File: config.mk
export PLATFORM = sky130hd
export DESIGN_NAME = ahbl2apb_bridge_flat
export DESIGN_NICKNAME = d
export VERILOG_FILES = /design/src/rtl/ahbl2apb_bridge_if.sv /design/src/rtl/ahbl2apb_bridge.sv /design/src/flat_wrapper.sv
export SDC_FILE = /design/constraint.sdc
export NUM_CORES = 1
export LEC_CHECK = 0
export ABC_AREA = 0
export BUFFER_PORTS_ARGS = -buffer_cell sky130_fd_sc_hd__clkbuf_2
export CORE_MARGIN = 4
export CORE_UTILIZATION = 39
export DETAILED_ROUTE_END_ITERATION = 10
export PLACE_DENSITY = 0.88
export REMOVE_ABC_BUFFERS = 1
export SYNTH_ARGS = -nofsm -noshare
export SYNTH_HDL_FRONTEND = slang
export SYNTH_SLANG_ARGS = --single-unit
File: constraint.sdc
create_clock -name sys_clk_i -period 2 [get_ports sys_clk_i]
set_input_delay 0.1 -clock sys_clk_i [delete_from_list [all_inputs] [get_ports sys_clk_i]]
set_output_delay 0.1 -clock sys_clk_i [all_outputs]
set_load 0.005 [all_outputs]
File: src/rtl/ahbl2apb_bridge_if.sv
// Bus bundle of the AHB-Lite to APB bridge, signal names seen from the bridge side.
// With AHBL2APB_APB4_EN defined the APB4 pstrb_o/pprot_o signals are added.
interface ahbl2apb_bridge_if #(
  parameter int ADDR_WIDTH  = 32,
  parameter int DATA_WIDTH  = 32,
  parameter int PADDR_WIDTH = 16
);

  logic                   hsel_i;
  logic [ADDR_WIDTH-1:0]  haddr_i;
  logic [1:0]             htrans_i;
  logic                   hwrite_i;
  logic [2:0]             hsize_i;
  logic [DATA_WIDTH-1:0]  hwdata_i;
  logic                   hready_i;
  logic                   hreadyout_o;
  logic                   hresp_o;
  logic [DATA_WIDTH-1:0]  hrdata_o;

  logic                   psel_o;
  logic                   penable_o;
  logic                   pwrite_o;
  logic [PADDR_WIDTH-1:0] paddr_o;
  logic [DATA_WIDTH-1:0]  pwdata_o;
  logic [DATA_WIDTH-1:0]  prdata_i;
  logic                   pready_i;
  logic                   pslverr_i;
`ifdef AHBL2APB_APB4_EN
  logic [DATA_WIDTH/8-1:0] pstrb_o;
  logic [2:0]              pprot_o;
`endif

  // Bridge side: AHB slave plus APB master
  modport slave (
    input  hsel_i, haddr_i, htrans_i, hwrite_i, hsize_i, hwdata_i, hready_i,
           prdata_i, pready_i, pslverr_i,
    output hreadyout_o, hresp_o, hrdata_o,
           psel_o, penable_o, pwrite_o, paddr_o, pwdata_o
`ifdef AHBL2APB_APB4_EN
           , pstrb_o, pprot_o
`endif
  );

  // Environment side: AHB master/decoder plus APB peripheral
  modport master (
    output hsel_i, haddr_i, htrans_i, hwrite_i, hsize_i, hwdata_i, hready_i,
           prdata_i, pready_i, pslverr_i,
    input  hreadyout_o, hresp_o, hrdata_o,
           psel_o, penable_o, pwrite_o, paddr_o, pwdata_o
`ifdef AHBL2APB_APB4_EN
           , pstrb_o, pprot_o
`endif
  );

endinterface

File: src/rtl/ahbl2apb_bridge.sv
// AHB-Lite slave to APB master bridge: each accepted AHB beat becomes one APB SETUP/ACCESS pair.
// Define AHBL2APB_APB4_EN to drive APB4 pstrb_o/pprot_o; otherwise the bridge is APB3 only.
module ahbl2apb_bridge #(
  parameter int ADDR_WIDTH  = 32,
  parameter int DATA_WIDTH  = 32,
  parameter int PADDR_WIDTH = 16
) (
  input  logic             sys_clk_i,
  input  logic             sys_rstn_i,
  ahbl2apb_bridge_if.slave bus
);

  typedef enum logic [2:0] {
    IDLE,
    SETUP,
    ACCESS,
    ERR,
    SZERR
  } state_e;

  state_e                 state_q, state_d;
  logic [PADDR_WIDTH-1:0] paddr_q, paddr_d;
  logic                   pwrite_q, pwrite_d;
  logic [DATA_WIDTH-1:0]  pwdata_q, pwdata_d;

  logic                   acc;
  logic                   sizeOk;
  logic                   loadAddr;
  state_e                 acceptState;
  logic                   hreadyOut;
  logic                   hrespOut;
  logic [DATA_WIDTH-1:0]  hrdataOut;
  logic                   pselOut;
  logic                   penableOut;
  logic                   unusedBits;

  assign acc         = bus.hsel_i & bus.htrans_i[1] & bus.hready_i;
  assign sizeOk      = (bus.hsize_i <= 3'b010);
  assign acceptState = acc ? (sizeOk ? SETUP : SZERR) : IDLE;
  assign unusedBits  = ^{bus.haddr_i[ADDR_WIDTH-1:PADDR_WIDTH], bus.htrans_i[0]};

  always_comb begin
    state_d    = state_q;
    loadAddr   = 1'b0;
    hreadyOut  = 1'b1;
    hrespOut   = 1'b0;
    hrdataOut  = '0;
    pselOut    = 1'b0;
    penableOut = 1'b0;
    case (state_q)
      IDLE: begin
        state_d  = acceptState;
        loadAddr = acc & sizeOk;
      end
      SETUP: begin
        pselOut   = 1'b1;
        hreadyOut = 1'b0;
        state_d   = ACCESS;
      end
      ACCESS: begin
        pselOut    = 1'b1;
        penableOut = 1'b1;
        if (!bus.pready_i) begin
          hreadyOut = 1'b0;
        end else if (bus.pslverr_i) begin
          hreadyOut = 1'b0;
          hrespOut  = 1'b1;
          state_d   = ERR;
        end else begin
          // Completing beat: a new address phase here goes straight to SETUP
          if (!pwrite_q) hrdataOut = bus.prdata_i;
          state_d  = acceptState;
          loadAddr = acc & sizeOk;
        end
      end
      ERR: begin
        hrespOut = 1'b1;
        state_d  = acceptState;
        loadAddr = acc & sizeOk;
      end
      SZERR: begin
        hreadyOut = 1'b0;
        hrespOut  = 1'b1;
        state_d   = ERR;
      end
      default: begin
        state_d = IDLE;
      end
    endcase
  end

  assign paddr_d  = loadAddr ? bus.haddr_i[PADDR_WIDTH-1:0] : paddr_q;
  assign pwrite_d = loadAddr ? bus.hwrite_i : pwrite_q;
  assign pwdata_d = (state_q == SETUP) ? bus.hwdata_i : pwdata_q;

  always_ff @(posedge sys_clk_i or negedge sys_rstn_i) begin
    if (!sys_rstn_i) begin
      state_q  <= IDLE;
      paddr_q  <= '0;
      pwrite_q <= 1'b0;
      pwdata_q <= '0;
    end else begin
      state_q  <= state_d;
      paddr_q  <= paddr_d;
      pwrite_q <= pwrite_d;
      pwdata_q <= pwdata_d;
    end
  end

`ifdef AHBL2APB_APB4_EN
  localparam int STRB_WIDTH = DATA_WIDTH / 8;

  logic [STRB_WIDTH-1:0] pstrb_q, pstrb_d;
  logic [STRB_WIDTH-1:0] strbDecoded;

  always_comb begin
    strbDecoded = '0;
    if (bus.hwrite_i) begin
      case (bus.hsize_i)
        3'b000:  strbDecoded = STRB_WIDTH'(4'b0001) << bus.haddr_i[1:0];
        3'b001:  strbDecoded = bus.haddr_i[1] ? STRB_WIDTH'(4'b1100) : STRB_WIDTH'(4'b0011);
        default: strbDecoded = STRB_WIDTH'(4'b1111);
      endcase
    end
  end

  assign pstrb_d = loadAddr ? strbDecoded : pstrb_q;

  always_ff @(posedge sys_clk_i or negedge sys_rstn_i) begin
    if (!sys_rstn_i) begin
      pstrb_q <= '0;
    end else begin
      pstrb_q <= pstrb_d;
    end
  end

  assign bus.pstrb_o = pstrb_q;
  assign bus.pprot_o = 3'b000;
`endif

  // SETUP forwards the live data phase; ACCESS replays the copy taken at the end of SETUP
  assign bus.pwdata_o    = (state_q == SETUP) ? bus.hwdata_i : pwdata_q;
  assign bus.paddr_o     = paddr_q;
  assign bus.pwrite_o    = pwrite_q;
  assign bus.psel_o      = pselOut;
  assign bus.penable_o   = penableOut;
  assign bus.hreadyout_o = hreadyOut;
  assign bus.hresp_o     = hrespOut;
  assign bus.hrdata_o    = hrdataOut;

endmodule

File: src/flat_wrapper.sv
// flat-port wrapper written by rule: the top's interface ports become plain ports
module ahbl2apb_bridge_flat 
#(
  parameter int ADDR_WIDTH  = 32,
  parameter int DATA_WIDTH  = 32,
  parameter int PADDR_WIDTH = 16
)
  (sys_clk_i, sys_rstn_i, bus_hsel_i, bus_haddr_i, bus_htrans_i, bus_hwrite_i, bus_hsize_i, bus_hwdata_i, bus_hready_i, bus_prdata_i, bus_pready_i, bus_pslverr_i, bus_hreadyout_o, bus_hresp_o, bus_hrdata_o, bus_psel_o, bus_penable_o, bus_pwrite_o, bus_paddr_o, bus_pwdata_o);
  ahbl2apb_bridge_if #(.ADDR_WIDTH(ADDR_WIDTH), .DATA_WIDTH(DATA_WIDTH), .PADDR_WIDTH(PADDR_WIDTH)) bus_i ();
  input  logic sys_clk_i;
  input  logic sys_rstn_i;
  input wire logic [$bits(bus_i.hsel_i)-1:0] bus_hsel_i;
  input wire logic [$bits(bus_i.haddr_i)-1:0] bus_haddr_i;
  input wire logic [$bits(bus_i.htrans_i)-1:0] bus_htrans_i;
  input wire logic [$bits(bus_i.hwrite_i)-1:0] bus_hwrite_i;
  input wire logic [$bits(bus_i.hsize_i)-1:0] bus_hsize_i;
  input wire logic [$bits(bus_i.hwdata_i)-1:0] bus_hwdata_i;
  input wire logic [$bits(bus_i.hready_i)-1:0] bus_hready_i;
  input wire logic [$bits(bus_i.prdata_i)-1:0] bus_prdata_i;
  input wire logic [$bits(bus_i.pready_i)-1:0] bus_pready_i;
  input wire logic [$bits(bus_i.pslverr_i)-1:0] bus_pslverr_i;
  output wire logic [$bits(bus_i.hreadyout_o)-1:0] bus_hreadyout_o;
  output wire logic [$bits(bus_i.hresp_o)-1:0] bus_hresp_o;
  output wire logic [$bits(bus_i.hrdata_o)-1:0] bus_hrdata_o;
  output wire logic [$bits(bus_i.psel_o)-1:0] bus_psel_o;
  output wire logic [$bits(bus_i.penable_o)-1:0] bus_penable_o;
  output wire logic [$bits(bus_i.pwrite_o)-1:0] bus_pwrite_o;
  output wire logic [$bits(bus_i.paddr_o)-1:0] bus_paddr_o;
  output wire logic [$bits(bus_i.pwdata_o)-1:0] bus_pwdata_o;
  assign bus_i.hsel_i = bus_hsel_i;
  assign bus_i.haddr_i = bus_haddr_i;
  assign bus_i.htrans_i = bus_htrans_i;
  assign bus_i.hwrite_i = bus_hwrite_i;
  assign bus_i.hsize_i = bus_hsize_i;
  assign bus_i.hwdata_i = bus_hwdata_i;
  assign bus_i.hready_i = bus_hready_i;
  assign bus_i.prdata_i = bus_prdata_i;
  assign bus_i.pready_i = bus_pready_i;
  assign bus_i.pslverr_i = bus_pslverr_i;
  assign bus_hreadyout_o = bus_i.hreadyout_o;
  assign bus_hresp_o = bus_i.hresp_o;
  assign bus_hrdata_o = bus_i.hrdata_o;
  assign bus_psel_o = bus_i.psel_o;
  assign bus_penable_o = bus_i.penable_o;
  assign bus_pwrite_o = bus_i.pwrite_o;
  assign bus_paddr_o = bus_i.paddr_o;
  assign bus_pwdata_o = bus_i.pwdata_o;
  ahbl2apb_bridge #(.ADDR_WIDTH(ADDR_WIDTH), .DATA_WIDTH(DATA_WIDTH), .PADDR_WIDTH(PADDR_WIDTH)) u_core (.sys_clk_i(sys_clk_i), .sys_rstn_i(sys_rstn_i), .bus(bus_i));
endmodule
==> summary.md <==
| Metric | Value |
|---|---|
| Ys flop type | dfrtp_1 |
| Hold path endpoint | u_core.bus.paddr_o[4]$_DFFE_PN0P_ |
| Worst EP required | 1.90 ns |
| CP max-delay cell | dfrtp_2 |
| Port bufs | 175 |
| Clock transition at path regs | 0.09 ns |
| Biggest cell delay along the critical path | 0.46 ns |
| Register area | 1300 sq um |
| Die Y | 86.2 microns |
| TritonRoute pass-1 iters | 4 |
| Post-Synth XOR/XNOR Area | 0.00367 |
| Area taken by multi-input logic gates | 995 sq um |
| Initial antenna violation count | 0 |
| Clock Path Buffers | 2 |
| Number of cells on the worst reg-to-reg path | 4 |
| Worst-case vdd ir drop | 767 uV |
| Number of global-route vias before repair | 2044 |
| Psw | 0.00130 W |
| Top cells by count, synth | dfrtp_1, mux2_2, and2_1 |
| Clock latency on the worst-skew pair | 0.29 ns |
| Synth area leaders | dfrtp_1, mux2_2, and2_1 |
| Combinational share of power | 0.432 |
| WL final | 5990 microns |
| Final core utilization | 0.585 |
| Status | complete, no violations |
| Hold wc startpoint | bus_haddr_i[4] |
| Flop pwr share | 0.424 |
| TritonCTS clock tree | yes |
| Adder-Cell Fraction of Synth Area | 0 |
| Total grt overflow | 0 |
| Clock sinks | 52 |
| Min-delay worst type | in -> reg |
| Total power | 0.00421 W |
| Crit Path Category | reg -> out |
| Crit path arrival time | 1.83 ns |
| Worst path bufs/invs | 2 |
| Largest net degree at the start of global routing | 53 |
| Rows | 28 |
| DR top layer | met4 |
| Critical path origin | u_core.state_q[0]$_DFFE_PN0P_ |
| N_diodes | 0 |
| Sw Ratio | 0.309 |
| Most common cell in the netlist | dfrtp_1 |
| Die area | 7430 sq um |
| DRT met1 WL | 1940 microns |
| Synth warn | 0 |
| Synth area leader | dfrtp_1 |
| CP top delay family | simple AND/OR/NAND/NOR gates |
| CP Launch Type | flip-flop |
| Worst-Margin Slew | 0.659 ns |
| # H-tree levels | 2 |
| GPL Wtd Cong | 0.788 |
| Drt initial violations | 20 |
| Worst clock skew | 0.00314 ns |
| WL per Instance | 13.9 microns |
| Max frequency | 519 MHz |
| Clock Root Buffer | clkbuf_8 |
| Residual DRC | 0 |
| Met2 routed WL | 3220 microns |
| Reg2reg setup slack | 0.40 ns |
| Chip width | 86.2 microns |
| P_int | 0.00291 W |
| Async set or reset register ratio after synthesis | 1.00 |
| Largest family of logic cells by synthesized area | multiplexers |
| Maximum fanout along the worst path | 32 |
| Fin crit period | 1.93 ns |
| LEAKAGE | 1.89 nW |
| Synth top area share | 0.546 |
| Max cap viols | 0 |
| Post-DP HPWL | 4860 microns |
| Post-synth EDFFs | 0 |
| First-pass GRT wire length | 9220 microns |
| PwrDens | 1210 nW/um^2 |
| Met3 WL | 798 microns |
| Gr usage total | 0.155 |
| Multiplexer share of the synthesized area | 0.247 |
| Cell count after synthesis | 172 |
| Fin crit share | 0.964 |
| Syn Area/Cell | 13.9 sq um |
| Count of final setup violators | 0 |
| Vias per inst | 4.61 |
| CORE AREA | 5920 sq um |
| Reg2reg start | u_core.state_q[0]$_DFFE_PN0P_ |
| Worst path cell trace | nand2b_4 > or2_4 > nor3_4 > buf_12 > and2_1 > clkbuf_2 |
| Via count | 1981 |
| Nets@finish | 462 |
| Num CTS Buffers | 5 |
| Compound-Gate Fraction of Synth Area | 0.0310 |
| Fin. Hold Viols | 0 |
| Slew HR | 0.561 |
| Simple-Gate Fraction of Synth Area | 0.133 |
| CP Capture Type | output pin |
| Hold Path Stages | 2 |
| Library cells used by synthesis | 28 |
| Fin. max-slew vios | 0 |
| IO Count | 193 |
| Starting density of the core | 0.403 |
| P&R area growth vs syn | 45.4% |
| RR Endpoint | u_core.bus.paddr_o[7]$_DFFE_PN0P_ |
| Synthesized flop and latch total | 52 |
| Share of cells above drive strength 1 | 0.701 |
| Clock network fraction of total power | 0.144 |
| Share of the yosys chip area belonging to registers | 0.546 |
| Synthesized cell area | 2380 sq um |
| FILL cells | 513 |
| Antenna viol nets, final | 0 |
metal layers:
layer  up-vias  GRT usage
met3         5     0.0570
met1       919      0.158
met2       114      0.299
met4         0     0.0340
met5         -          0
li1        943          -
final cells by class:
cell class,count,share of cell area
Tap cell,75,0.0271
Timing Repair Buffer,183,0.278
Multi-Input combinational cell,108,0.287
Inverter,4,0.00433
Clock inverter,1,0.00217
Sequential cell,52,0.376
Clock buffer,7,0.0249
kinds of logic (layout without fill, tap and decap cells):
group / after synthesis / in the layout
flops: 52 / 52
mux: 49 / 49
simple gates: 49 / 49
buf+inv: 12 / 195
compound gates: 9 / 9
xor+xnor: 1 / 1
worst max path at each step:
| stage | endpoint | slack, ns | depth (start not counted) |
|---|---|---|---|
| after CTS | bus_hrdata_o[1] | 0.03 | 6 |
| after global routing | bus_hrdata_o[19] | -0.02 | 6 |
| after global placement | bus_hrdata_o[1] | 0.35 | 6 |
| final | bus_hrdata_o[1] | 0.07 | 6 |
| after detailed placement | bus_hrdata_o[1] | 0.29 | 6 |
| after floorplan | u_core.pwdata_q[0]$_DFF_PN0_ | -0.42 | 3 |
through the flow:
stage / cells / area (sq um) / setup WS [ns] / TNS (ns) / hold WS (ns)
floorplan: 164 / 2300 / -0.424 / -26.35 / -0.196
global placement: 418 / 3320 / 0.345 / 0 / 0.246
finish: 430 / 3460 / 0.0725 / 0 / 0.0339
detailed placement: 418 / 3320 / 0.294 / 0 / 0.266
CTS: 427 / 3430 / 0.0296 / 0 / 0.0228
global route: 430 / 3460 / -0.0205 / -0.133 / 0.0191
power groups by stage:
| stage | logic, W | registers, W | clock network (W) |
|---|---|---|---|
| after floorplan | 0.000932 | 0.00176 | 0 |
| after global placement | 0.00177 | 0.00177 | 0 |
| after detailed placement | 0.00183 | 0.00181 | 0 |
| after CTS | 0.00184 | 0.00179 | 0.000637 |
| after global routing | 0.00202 | 0.00185 | 0.000672 |
| final | 0.00182 | 0.00178 | 0.000605 |
registers in the layout, indices dropped and copies added (netlist names):
signal and cells:
u_core.pwdata_q 32, u_core.bus.paddr_o 16, u_core.state_q 3, u_core.bus.pwrite_o 1
layout by cell type, fill, tap and decap left out, types with 3 or more instances in the layout:
| master | count |
|---|---|
| dfrtp_1 | 50 |
| inv_1 | 3 |
| nand3_1 | 3 |
| mux2_4 | 10 |
| clkbuf_8 | 6 |
| o21ai_0 | 3 |
| buf_4 | 5 |
| and2_1 | 32 |
| nor2_1 | 3 |
| mux2_2 | 39 |
| clkbuf_2 | 175 |
timing repair:
item                                    4_1_cts  5_1_grt
gates resized for setup                       2        3
endpoints found under the setup margin       52       34
hold buffers                                  1        0
setup buffers                                 0        3
hold endpoints to repair                     52        0
No activity file was read; power rests on OpenSTA's default activity.
